$ cat src/rtl/alu_pkg.sv
// alu_pkg: opcode encoding and flag bit positions shared by the ALU pipeline
package alu_pkg;
  localparam logic [2:0] OP_ADD  = 3'd0;
  localparam logic [2:0] OP_SUB  = 3'd1;
  localparam logic [2:0] OP_AND  = 3'd2;
  localparam logic [2:0] OP_OR   = 3'd3;
  localparam logic [2:0] OP_XOR  = 3'd4;
  localparam logic [2:0] OP_NOT  = 3'd5;
  localparam logic [2:0] OP_NAND = 3'd6;
  localparam logic [2:0] OP_RSVD = 3'd7;
  localparam int FLG_C = 3;
  localparam int FLG_V = 2;
  localparam int FLG_Z = 1;
  localparam int FLG_N = 0;
endpackage

$ cat src/rtl/alu_pipe_if.sv
// alu_pipe_if: operand-in and result-out handshakes of the pipelined ALU
interface alu_pipe_if #(parameter int WIDTH = 8);
  logic             in_valid;
  logic             in_ready;
  logic [WIDTH-1:0] a;
  logic [WIDTH-1:0] b;
  logic [2:0]       sel;
  logic             acc_en;
  logic             out_valid;
  logic             out_ready;
  logic [WIDTH-1:0] out;
  logic [3:0]       flags;
  logic [WIDTH-1:0] acc;
  modport master (
    output in_valid, a, b, sel, acc_en, out_ready,
    input  in_ready, out_valid, out, flags, acc
  );
  modport slave (
    input  in_valid, a, b, sel, acc_en, out_ready,
    output in_ready, out_valid, out, flags, acc
  );
endinterface

$ cat src/rtl/alu_core.sv
// alu_core: combinational ALU producing result and {carry, overflow, zero, negative}
module alu_core
  import alu_pkg::*;
#(
  parameter int WIDTH = 8
) (
  input  logic [WIDTH-1:0] a,
  input  logic [WIDTH-1:0] b,
  input  logic [2:0]       sel,
  output logic [WIDTH-1:0] res,
  output logic [3:0]       flags
);
  logic [WIDTH:0] sum;
  logic [WIDTH:0] diff;
  assign sum  = {1'b0, a} + {1'b0, b};
  assign diff = {1'b0, a} - {1'b0, b};
  // result mux plus flags; the extra top bit of diff is the unsigned borrow
  always_comb begin
    res = sel == OP_ADD  ? sum[WIDTH-1:0]  :
          sel == OP_SUB  ? diff[WIDTH-1:0] :
          sel == OP_AND  ? a & b           :
          sel == OP_OR   ? a | b           :
          sel == OP_XOR  ? a ^ b           :
          sel == OP_NOT  ? ~a              :
          sel == OP_NAND ? ~(a & b)        : '0;
    flags = '0;
    flags[FLG_C] = sel == OP_ADD ? sum[WIDTH] : (sel == OP_SUB) && diff[WIDTH];
    flags[FLG_V] = ((sel == OP_ADD && a[WIDTH-1] == b[WIDTH-1]) ||
                    (sel == OP_SUB && a[WIDTH-1] != b[WIDTH-1])) && (res[WIDTH-1] != a[WIDTH-1]);
    flags[FLG_Z] = res == '0;
    flags[FLG_N] = res[WIDTH-1];
  end
endmodule

$ cat src/rtl/alu_pipe.sv
// alu_pipe: two-stage valid/ready ALU with status flags and accumulator chaining
module alu_pipe
  import alu_pkg::*;
#(
  parameter int WIDTH = 8
) (
  input logic       clk,
  input logic       rst,
  alu_pipe_if.slave bus
);
  logic             s1_valid;
  logic             s1_acc_en;
  logic [2:0]       s1_sel;
  logic [WIDTH-1:0] s1_a;
  logic [WIDTH-1:0] s1_b;
  logic             s1_adv;
  logic             s2_valid;
  logic [WIDTH-1:0] out_q;
  logic [3:0]       flags_q;
  logic [WIDTH-1:0] acc_q;
  logic [WIDTH-1:0] op_a;
  logic [WIDTH-1:0] res;
  logic [3:0]       flg;
  assign s1_adv        = s1_valid && (!s2_valid || bus.out_ready);
  assign bus.in_ready  = !rst && (!s1_valid || s1_adv);
  assign bus.out_valid = s2_valid;
  assign bus.out       = out_q;
  assign bus.flags     = flags_q;
  assign bus.acc       = acc_q;
  assign op_a          = s1_acc_en ? acc_q : s1_a;
  alu_core #(.WIDTH(WIDTH)) u_core (
    .a     (op_a),
    .b     (s1_b),
    .sel   (s1_sel),
    .res   (res),
    .flags (flg)
  );
  // s1 captures an accepted op and empties when it moves on to s2
  always_ff @(posedge clk or posedge rst)
    if (rst) begin
      s1_valid  <= 1'b0;
      s1_acc_en <= 1'b0;
      s1_sel    <= '0;
      s1_a      <= '0;
      s1_b      <= '0;
    end else if (bus.in_valid && bus.in_ready) begin
      s1_valid  <= 1'b1;
      s1_acc_en <= bus.acc_en;
      s1_sel    <= bus.sel;
      s1_a      <= bus.a;
      s1_b      <= bus.b;
    end else if (s1_adv) begin
      s1_valid <= 1'b0;
    end
  // s2 registers result and flags; acc tracks every result so chained ops see the previous one
  always_ff @(posedge clk or posedge rst)
    if (rst) begin
      s2_valid <= 1'b0;
      out_q    <= '0;
      flags_q  <= '0;
      acc_q    <= '0;
    end else if (s1_adv) begin
      s2_valid <= 1'b1;
      out_q    <= res;
      flags_q  <= flg;
      acc_q    <= res;
    end else if (bus.out_ready) begin
      s2_valid <= 1'b0;
    end
endmodule

$ cat src/flat_wrapper.sv
// flat-port wrapper written by rule: the top's interface ports become plain ports
module alu_pipe_flat import alu_pkg::*;
#(
  parameter int WIDTH = 8
)
  (clk, rst, bus_in_valid, bus_a, bus_b, bus_sel, bus_acc_en, bus_out_ready, bus_in_ready, bus_out_valid, bus_out, bus_flags, bus_acc);
  alu_pipe_if #(.WIDTH(WIDTH)) bus_i ();
  input logic clk;
  input logic rst;
  input wire logic [$bits(bus_i.in_valid)-1:0] bus_in_valid;
  input wire logic [$bits(bus_i.a)-1:0] bus_a;
  input wire logic [$bits(bus_i.b)-1:0] bus_b;
  input wire logic [$bits(bus_i.sel)-1:0] bus_sel;
  input wire logic [$bits(bus_i.acc_en)-1:0] bus_acc_en;
  input wire logic [$bits(bus_i.out_ready)-1:0] bus_out_ready;
  output wire logic [$bits(bus_i.in_ready)-1:0] bus_in_ready;
  output wire logic [$bits(bus_i.out_valid)-1:0] bus_out_valid;
  output wire logic [$bits(bus_i.out)-1:0] bus_out;
  output wire logic [$bits(bus_i.flags)-1:0] bus_flags;
  output wire logic [$bits(bus_i.acc)-1:0] bus_acc;
  assign bus_i.in_valid = bus_in_valid;
  assign bus_i.a = bus_a;
  assign bus_i.b = bus_b;
  assign bus_i.sel = bus_sel;
  assign bus_i.acc_en = bus_acc_en;
  assign bus_i.out_ready = bus_out_ready;
  assign bus_in_ready = bus_i.in_ready;
  assign bus_out_valid = bus_i.out_valid;
  assign bus_out = bus_i.out;
  assign bus_flags = bus_i.flags;
  assign bus_acc = bus_i.acc;
  alu_pipe #(.WIDTH(WIDTH)) u_core (.clk(clk), .rst(rst), .bus(bus_i));
endmodule
$ cat config.mk
export PLATFORM = sky130hd
export DESIGN_NAME = alu_pipe_flat
export DESIGN_NICKNAME = d
export VERILOG_FILES = /design/src/rtl/alu_pkg.sv /design/src/rtl/alu_pipe_if.sv /design/src/rtl/alu_core.sv /design/src/rtl/alu_pipe.sv /design/src/flat_wrapper.sv
export SDC_FILE = /design/constraint.sdc
export NUM_CORES = 1
export LEC_CHECK = 0
export CORE_MARGIN = 4
export CORE_UTILIZATION = 35
export DETAILED_ROUTE_END_ITERATION = 6
export PLACE_DENSITY = 0.52
export SLEW_MARGIN = 5
export SYNTH_ARGS = -nofsm -noshare
export SYNTH_HDL_FRONTEND = slang
export SYNTH_SLANG_ARGS = --single-unit
export TNS_END_PERCENT = 20
$ cat constraint.sdc
create_clock -name clk -period 3.3 [get_ports clk]
set_clock_uncertainty 0.1 [all_clocks]
set_input_delay 0.33 -clock clk [delete_from_list [all_inputs] [get_ports clk]]
set_output_delay 0.33 -clock clk [all_outputs]
set_load 0.05 [all_outputs]
==> flow_metrics.py, run 1 <==
metrics = {
    "setup_path": {
        "critical_path_arrival_ps": 3180,
        "path_buf_inv": 1,
        "crit_fanout": 9,
        "slowest_delay_ps": 510,
        "required_ps": 3400,
        "end_kind": "flop",
        "crit_chain": "mux2_2 > inv_1 > ha_1 > fa_1 > nor3_1 > nor3_1 > o31ai_2 > xnor2_1 > a21o_1 > o311ai_1 > o31ai_2",
        "path_class": "flop to flop",
        "cp_top_family": "compound AO/OA/AOI/OAI gates",
        "cp-start-kind": "flop",
        "cp_slowest_cell": "dfrtp_2",
    },
    "power": {
        "total_power_mw": 3.02,
        "leakagePower_nw": 1.53,
        "power_density_nw_per_um2": 865,
        "peakVddDrop_uv": 527,
    },
    "cells_and_area": {
        "synthToLayoutAreaGrowth_pct": 19.7,
        "final_core_util_pct": 42.7,
        "drive_gt1_share_pct": 17.8,
        "diodes": 0,
        "fin_cells": 454,
        "num-nets-final": 399,
    },
    "sta": {
        "drv_slew": 0,
        "min_period_ps": 3080,
        "setup_viol": 0,
        "fin_crit_sh_pct": 93.3,
        "tightest_slew_ps": 880,
        "hold_viol": 0,
        "fin_setup_tns_ps": 0,
        "rsz0062_at_grt": "no",
        "relSlewSlack_pct": 41.2,
        "max_freq_mhz": 325,
    },
    "die": {
        "dieArea_um2": 9870,
        "initial_core_util_pct": 35.7,
        "boundaryPins": 46,
        "row_count": 33,
        "core-area_um2": 8180,
        "die_x_um": 99.3,
        "fp.dieH_um": 99.3,
    },
    "synth": {
        "yosys.area_share.adder_pct": 12.1,
        "synth_cells": 316,
        "yosysWarningCount": 0,
        "postSynth.asyncResetShare_pct": 100,
        "synth.yosys.seq_area_share_pct": 28.3,
        "synth_edf_count": 0,
        "synth_simple_gate_area_share_pct": 13.4,
        "netlist_area_um2": 2920,
        "synth_compound_area_share_pct": 21.2,
        "syn-mean-instance-area_um2": 9.24,
        "ys_types": 57,
        "synth_top_family_by_area": "compound AO/OA/AOI/OAI gates",
        "synth-seq-cells": 33,
        "synth_mux_area_share_pct": 12.6,
        "yosys_most_used_dff": "dfrtp_1",
        "synth_fp_nets": 367,
        "synth-xor-area-share_pct": 2.70,
    },
    "global_routing": {
        "antenna_found_initial": 0,
        "gr-total-overflow": 0,
        "grt_pass1_wl_um": 11900,
        "grt_pass1_vias": 2208,
        "grt_max_degree": 34,
        "grt_usage_pct": 15.0,
    },
    "routing": {
        "drt_iter0_markers": 118,
        "final_antenna_net_count": 0,
        "route.met3.wl_um": 221,
        "route.detailed.drc": 0,
        "routed_via_density": 5.11,
        "dr.pass1.iters": 4,
        "detail_route.wl_per_cell_um": 15.7,
        "finalWirelength_um": 7140,
        "dr_total_vias": 2320,
        "met1_length_um": 3800,
        "wl_met2_um": 3010,
        "top_layer": "met4",
    },
    "place": {
        "portBuffers": 45,
        "place.gp.congestion": 0.843,
        "post-dp-hpwl_um": 5570,
        "dp_cells": 446,
    },
    "run_status": {
        "status": "finished, final reports clean",
    },
    "cts": {
        "tritoncts": "built",
        "insertion_delay_ps": 280,
        "cts.path.max_buffers": 2,
        "htreeDepth": 2,
        "cts.sinks": 33,
        "cts.clk_slew.worst_paths_ps": 70,
        "numCtsBuffers": 5,
        "clockRootBuffer": "clkbuf_8",
    },
    "run": {
        "cap_violations": 0,
    },
    "worst_hold_path": {
        "hold_path_class": "primary input to asynchronous set/reset pin",
    },
}
registers in the layout, indices dropped and copies added, names as in the netlist:
signal                cells
u_core.s1_b               8
u_core.s1_sel             3
u_core.bus.out            7
u_core.bus.flags          4
u_core.s1_a               8
u_core.s1_acc_en          1
u_core.s1_valid           1
u_core.bus.out_valid      1
synthesized netlist by cell type (all sizes together) (6+ instances only):
master | count | area, um2
buf | 25 | 178
nand2 | 25 | 93.8
o21ai | 14 | 70.1
nor2 | 22 | 82.6
o31ai | 6 | 55.1
mux2 | 28 | 315
xnor2 | 8 | 70.1
ha | 25 | 313
dfrtp | 33 | 826
inv | 24 | 90.1
a21oi | 19 | 98.9
report_power, final:
group | total, mW | switching (mW) | internal (mW)
sequential | 0.632 | 0.128 | 0.504
clock | 0.393 | 0.147 | 0.246
combinational | 2.00 | 1.20 | 0.799
total | 3.02 | 1.47 | 1.55
per-stage QoR:
step / hold slack [ps] / setup slack [ps] / area, um2
finish: 369 / 222 / 3490
global route: 426 / 68.1 / 3490
CTS: 380 / 66.1 / 3490
detailed placement: 379 / 75.7 / 3380
global placement: 379 / 125 / 3380
floorplan: 359 / 387 / 2920
metal layers:
layer	GRT usage (%)	vias to the layer above
met2	21.0	47
met5	0	-
li1	-	1162
met1	23.6	1104
met3	1.89	7
met4	4.52	0
final timing paths:
kind / startpoint / endpoint / slack (ps) / cells after the start
max: u_core.s1_acc_en / u_core.bus.flags[1] / 220 / 11
min: rst / u_core.s1_b[6] / 370 / 3
max reg2reg: u_core.s1_acc_en / u_core.bus.flags[1] / 220 / 11
min reg2reg: u_core.bus.flags[2] / u_core.bus.flags[2] / 390 / 2
max in group asynchronous: rst / u_core.s1_acc_en / 2410 / 3
min in group clk: u_core.bus.flags[2] / u_core.bus.flags[2] / 390 / 2
layout make-up:
cell class | instances | area [um2]
fill | 826 | 4680
multi-input combinational | 230 | 1810
sequential | 33 | 827
timing repair buffer | 54 | 518
tap | 105 | 131
inverter | 24 | 90.1
clock buffer | 7 | 86.3
clock inverter | 1 | 30.0
cell families after synthesis:
group	count (synthesis)
AO/OA/AOI/OAI	83
AND/OR/NAND/NOR	79
buffers and inverters	53
flip-flops	33
adder cells (fa/ha/maj)	27
XOR/XNOR	9
multiplexers	32
repair_timing:
item | CTS | global route
setup buffers | 0 | 0
endpoints found under the setup margin | 0 | 3
resized for setup | 0 | 1
hold buffers | 0 | 0
worst register-to-register path, delay by kind of cell, from the launching register on:
kind	cells	cell delay (ps)
AOI/OAI and AO/OA	4	840
xor gates and xnor gates	1	170
adders and majority gates	2	690
buffers and inverters	1	80
DFF	1	510
muxes	1	300
and+or+nand+nor	2	300
layout by cell type, fill, tap and decap left out, types with 3 or more instances in the layout:
cell / n
inv_1: 23
nand3_1: 5
nor2b_1: 5
buf_4: 9
o31ai_1: 4
o21ai_0: 12
a211oi_1: 3
ha_1: 25
clkdlybuf4s50_1: 45
a31oi_1: 3
a21o_1: 4
nand2_1: 25
mux2_2: 28
nor2_1: 22
o21a_1: 4
nand2b_1: 5
o22ai_1: 4
clkbuf_8: 6
o21bai_1: 3
nor3_1: 4
dfrtp_1: 32
a21oi_1: 18
xnor2_1: 8
nor3b_1: 3
mux2i_1: 3
(Power assumes the default switching activity.)
==> run 2: changes to the inputs <==
- ABC_AREA: unset -> 1
- SLEW_MARGIN: 5 -> unset
==> run 2 against run 1 <==
  * Worst hold slack lost 7.7 ps
  * Final area shrank 2.5%
  * Core utilization grew 1.3 points
  * Final cell count grew 21%
  * Sequential power shrank 6.6%
  * Critical path depth grew 4
  * Non-clock buffer count shrank 3
  * Critical path type unchanged
  * Largest cell class unchanged
  * Highest routed layer unchanged
==> flow_metrics.py, run 2 <==
metrics = {
    "synth": {
        "yosys-top-cells-area": "dfrtp_1, nand2_1, ha_1",
        "synth_commonest_cells": "nand2_1, inv_1, nor2_1",
        "yosysWarningCount": 0,
        "yosysMostFrequentCell": "nand2_1",
        "yosys.area.top_type": "dfrtp_1",
        "synth_fp_nets": 461,
        "yosys_most_used_dff": "dfrtp_1",
        "postSynth.asyncResetShare_pct": 100,
        "ys_types": 28,
        "syn-mean-instance-area_um2": 6.76,
        "netlist_area_um2": 2770,
        "synth-seq-cells": 33,
        "synth_edf_count": 0,
        "synth_cells": 410,
        "yosysTopAreaCellShare_pct": 29.8,
        "synth.yosys.seq_area_share_pct": 29.8,
    },
    "die": {
        "dieArea_um2": 9400,
        "core-area_um2": 7730,
        "initial_core_util_pct": 35.8,
        "fp.dieH_um": 97.0,
        "die_x_um": 97.0,
        "boundaryPins": 46,
        "row_count": 32,
    },
    "cells_and_area": {
        "final-seq-area_um2": 826,
        "diodes": 0,
        "drive_gt1_share_pct": 6.46,
        "num-nets-final": 499,
        "final_common_cell": "nand2_1",
        "fill_cells": 811,
        "fin_area_um2": 3410,
        "layout_common_cells": "nand2_1, inv_1, nor2_1",
        "fin_cells": 551,
        "synthToLayoutAreaGrowth_pct": 22.9,
        "multi_input_area_um2": 1590,
    },
    "cts": {
        "cts.clk_slew.worst_paths_ps": 80,
        "post_cts_resized": 0,
        "clockRootBuffer": "clkbuf_8",
        "htreeDepth": 2,
        "hold_buffers": 0,
        "insertion_delay_ps": 300,
        "cts.sinks": 33,
        "post_cts_buffers": 0,
        "tritoncts": "built",
        "cts.path.max_buffers": 2,
        "numCtsBuffers": 5,
    },
    "sta": {
        "drv_slew": 0,
        "fin_crit_sh_pct": 84.6,
        "hold_viol": 0,
        "min_period_ps": 2790,
        "relSlewSlack_pct": 62.8,
        "tightest_slew_ps": 556,
        "rsz0062_at_grt": "no",
        "fin_setup_tns_ps": 0,
        "max_freq_mhz": 358,
        "setup_viol": 0,
    },
    "global_routing": {
        "gr-total-overflow": 0,
        "grt_max_degree": 34,
        "grt_usage_pct": 17.4,
        "grt_pass1_wl_um": 13100,
        "antenna_found_initial": 0,
        "grt_pass1_vias": 2564,
    },
    "place": {
        "dp_cells": 543,
        "portBuffers": 45,
        "dpl-instance-area_um2": 3270,
        "post-dp-hpwl_um": 6380,
        "place.gp.congestion": 0.933,
    },
    "setup_path": {
        "worstSetupStartpoint": "u_core.s1_acc_en",
        "path_class": "flop to flop",
        "reg2reg_depth": 15,
        "crit_chain": "o21ai_0 > ha_1 > nand2_1 > inv_1 > nand2_1 > nand2_1 > nor2_1 > nand2_1 > nand2_1 > nor2_1 > nor2_1 > nand2_1 > nor2_1 > nand3_1 > nand2_1",
        "cp.depth": 15,
        "cp_slowest_cell": "dfrtp_1",
        "crit_fanout": 15,
        "cp_top_family": "simple AND/OR/NAND/NOR gates",
        "rr_startpoint": "u_core.s1_acc_en",
        "end_kind": "flop",
        "cp-start-kind": "flop",
        "r2r_slack_ps": 510,
        "critical_path_arrival_ps": 2920,
        "required_ps": 3430,
        "slowest_delay_ps": 510,
        "critical_path.most_common_cell": "nand2_1",
        "path_buf_inv": 1,
    },
    "routing": {
        "final_antenna_net_count": 0,
        "routed_via_density": 4.80,
        "drt_iter0_markers": 164,
        "finalWirelength_um": 7950,
        "dr_total_vias": 2647,
        "route.detailed.drc": 0,
        "detail_route.wl_per_cell_um": 14.4,
        "dr.pass1.iters": 4,
    },
    "worst_hold_path": {
        "hold_path_class": "primary input to asynchronous set/reset pin",
    },
    "run": {
        "cap_violations": 0,
    },
    "power": {
        "total_power_mw": 2.86,
        "leakagePower_nw": 1.77,
        "power_density_nw_per_um2": 841,
        "peakVddDrop_uv": 457,
    },
    "run_status": {
        "status": "finished, final reports clean",
    },
}
[run 2: worst paths after layout]
check | endpoint
max | u_core.bus.flags[1]
min | u_core.s1_a[2]
max reg2reg | u_core.bus.flags[1]
min reg2reg | u_core.bus.flags[1]
max in group asynchronous | u_core.bus.out[6]
min in group clk | u_core.bus.flags[1]
[run 2: worst register-to-register path: cells and delay by family (launching register included)]
family,cells,cell delay (ps)
and+or+nand+nor,12,1130
DFF,1,510
adders and majority gates,1,450
AOI/OAI and AO/OA,1,490
buffers and inverters,1,50
[run 2: metrics by stage]
| step | worst slack [ps] | util [%] | hold WS (ps) |
|---|---|---|---|
| 2_1_floorplan | 832 | - | 367 |
| 3_3_place_gp | 494 | 42.3 | 365 |
| 3_5_place_dp | 489 | 42.3 | 372 |
| 4_1_cts | 449 | 44.1 | 382 |
| 5_1_grt | 221 | 44.1 | 418 |
| 6_report | 510 | 44.1 | 361 |
[run 2: where the power goes]
| part | switching (mW) | internal [mW] | leakage, nW |
|---|---|---|---|
| sequential | 0.0911 | 0.499 | 0.388 |
| combinational | 1.20 | 0.583 | 1.31 |
| clock | 0.183 | 0.305 | 0.0687 |
| total | 1.48 | 1.39 | 1.77 |
[run 2: cell type report]
| class | instances | area share, % |
|---|---|---|
| inverters | 63 | 6.94 |
| well taps | 102 | 3.75 |
| multi-input cells | 294 | 46.5 |
| repair buffers | 51 | 14.5 |
| flip-flops and latches | 33 | 24.2 |
| clock inverters | 3 | 2.02 |
| clock buffers | 5 | 2.02 |
[run 2: layer usage]
layer / track usage [%] / wire length (um) / up-vias
met1: 24.2 / 3890 / 1207
li1: - / - / 1363
met2: 27.0 / 3490 / 65
met5: 0 / 0 / -
met3: 3.97 / 419 / 12
met4: 5.29 / 150 / 0
[run 2: kinds of logic after synthesis]
kind of cell	count (synthesis)	share of synthesized area [%]
flip-flops	33	29.8
buffers and inverters	83	13.0
AO/OA/AOI/OAI	54	10.3
AND/OR/NAND/NOR	204	30.7
adder cells (fa/ha/maj)	27	12.7
XOR/XNOR	2	0.632
multiplexers	7	2.85
==> run 3: changes to the inputs <==
- clock period: 3.3 -> 2.6 ns (I/O delays scaled with it)
==> run 3 against run 2 <==
  * Critical path depth rose by 2
  * Total power increased by 34%
  * First-iteration DRC count is 32% lower
  * Non-clock buffer count is 20 higher
  * Maximum frequency grew 16%
  * Via count is 2.3% higher
  * Highest routed layer unchanged
  * Final cell count up 3.6%
  * Sequential power increased by 26%
  * Sequential share of layout area is 1.8 points lower
  * Register-to-register slack worse by 320 ps
  * Critical endpoint unchanged
==> flow_metrics.py, run 3 (synthesis gave the netlist of run 2 again) <==
metrics = {
    "run_status": {
        "status": "finished, final reports clean",
    },
    "routing": {
        "dr_total_vias": 2708,
        "dr.pass1.iters": 4,
        "detail_route.wl_per_cell_um": 14.1,
        "final_antenna_net_count": 0,
        "routed_via_density": 4.74,
        "route.detailed.drc": 0,
        "finalWirelength_um": 8060,
        "drt_iter0_markers": 111,
    },
    "cells_and_area": {
        "fin_area_um2": 3680,
        "fill_cells": 800,
        "synthToLayoutAreaGrowth_pct": 32.8,
        "final-seq-area_um2": 827,
        "diodes": 0,
        "drive_gt1_share_pct": 16.4,
        "final_core_util_pct": 47.6,
        "multi_input_area_um2": 1700,
        "num-nets-final": 519,
        "final_common_cell": "nand2_1",
        "layout_common_cells": "nand2_1, inv_1, nor2_1",
    },
    "setup_path": {
        "cp-start-kind": "flop",
        "rr_endpoint": "u_core.bus.flags[1]",
        "required_ps": 2730,
        "r2r_slack_ps": 190,
        "path_class": "flop to flop",
        "critical_path.most_common_cell": "nand2_1",
        "rr_startpoint": "u_core.s1_acc_en",
        "path_buf_inv": 3,
        "cp_slowest_cell": "dfrtp_2",
        "reg2reg_depth": 17,
        "end_kind": "flop",
        "crit_chain": "inv_1 > nand2_1 > nand2_2 > inv_1 > ha_1 > fa_2 > inv_2 > nand3_1 > nand2_1 > nand2_1 > nand3_1 > nand3_1 > nor2_2 > nand2_1 > nor2_1 > nand3_1 > nand2_1",
        "slowest_delay_ps": 440,
        "cp_top_family": "simple AND/OR/NAND/NOR gates",
        "crit_fanout": 5,
        "critical_path_arrival_ps": 2550,
    },
    "sta": {
        "hold_ws_ps": 282,
        "hold_viol": 0,
        "drv_slew": 0,
        "fin_setup_tns_ps": 0,
        "max_freq_mhz": 414,
        "fin_crit_sh_pct": 92.8,
        "relSlewSlack_pct": 62.8,
        "tightest_slew_ps": 557,
        "min_period_ps": 2410,
        "setup_viol": 0,
    },
    "global_routing": {
        "gr-total-overflow": 0,
        "grt_usage_pct": 17.6,
        "grt_pass1_vias": 2684,
        "grt_max_degree": 34,
        "antenna_found_initial": 0,
        "grt_pass1_wl_um": 13300,
    },
    "cts": {
        "clockRootBuffer": "clkbuf_8",
        "cts.path.max_buffers": 2,
        "htreeDepth": 2,
        "insertion_delay_ps": 300,
        "post_cts_buffers": 0,
        "tritoncts": "built",
        "cts.clk_slew.worst_paths_ps": 90,
        "numCtsBuffers": 5,
        "cts.sinks": 33,
    },
    "power": {
        "leakagePower_nw": 1.86,
        "peakVddDrop_uv": 486,
        "power_density_nw_per_um2": 1040,
    },
    "die": {
        "dieArea_um2": 9400,
        "row_count": 32,
        "fp.dieH_um": 97.0,
        "core-area_um2": 7730,
        "initial_core_util_pct": 35.8,
        "boundaryPins": 46,
        "die_x_um": 97.0,
    },
    "place": {
        "dpl-instance-area_um2": 3440,
        "place.gp.congestion": 0.894,
        "portBuffers": 45,
        "post-dp-hpwl_um": 6570,
    },
    "run": {
        "cap_violations": 0,
    },
    "worst_hold_path": {
        "hold_path_class": "primary input to asynchronous set/reset pin",
    },
}
==> run 3: cell count changes in the layout (fill, tap and decap cells not counted), sizes merged <==
cell,before,now
buf,7,27
bufinv,2,1
clkinv,0,1
clkinvlp,0,1
inv,64,63
==> run 3: timing repair <==
action                                  CTS  global route
gates resized for setup                   5            34
hold endpoints to repair                  0             0
hold buffers                              0             0
pin swaps                                 0             2
endpoints found under the setup margin    1             7
==> run 3: worst max path at each step <==
stage,depth (start not counted),slack (ps),from,endpoint
after floorplan,14,130,u_core.s1_acc_en,u_core.bus.flags[1]
after CTS,17,20,u_core.s1_acc_en,u_core.bus.flags[1]
final,17,190,u_core.s1_acc_en,u_core.bus.flags[1]
after global placement,13,-30,u_core.s1_acc_en,u_core.bus.flags[1]
after global routing,17,-0.8,u_core.s1_acc_en,u_core.bus.flags[2]
after detailed placement,13,-40,u_core.s1_acc_en,u_core.bus.flags[1]
==> run 3: worst reg2reg max path: cells and delay by family, from the launching register on <==
family | cells | cell delay, ps
adder cells (fa/ha/maj) | 2 | 600
buffers and inverters | 3 | 220
flip-flops | 1 | 440
AND/OR/NAND/NOR | 12 | 990
==> run 3: cell type report <==
class,count,area share [%]
clock buffers,5,1.87
clock inverters,3,1.26
inverters,63,6.43
multi-input cells,294,46.2
flip-flops and latches,33,22.5
well taps,102,3.47
repair buffers,71,18.3
==> run 3: metrics by stage <==
stage	setup WS [ps]	power, mW	instances
2_1_floorplan	132	2.39	410
3_3_place_gp	-34.6	3.19	563
3_5_place_dp	-37.9	3.19	563
4_1_cts	23.8	3.72	571
5_1_grt	-0.802	4.14	571
6_report	187	3.84	571
==> run 3: routing by layer <==
metal | up-vias | GRT usage [%] | routed length [um]
li1 | 1410 | - | -
met1 | 1244 | 24.6 | 3950
met2 | 45 | 28.3 | 3690
met3 | 9 | 2.38 | 319
met4 | 0 | 4.97 | 104
met5 | - | 0 | 0
==> run 3: report_power, final <==
part | internal [mW] | switching (mW)
sequential | 0.634 | 0.111
combinational | 0.967 | 1.61
clock | 0.287 | 0.229
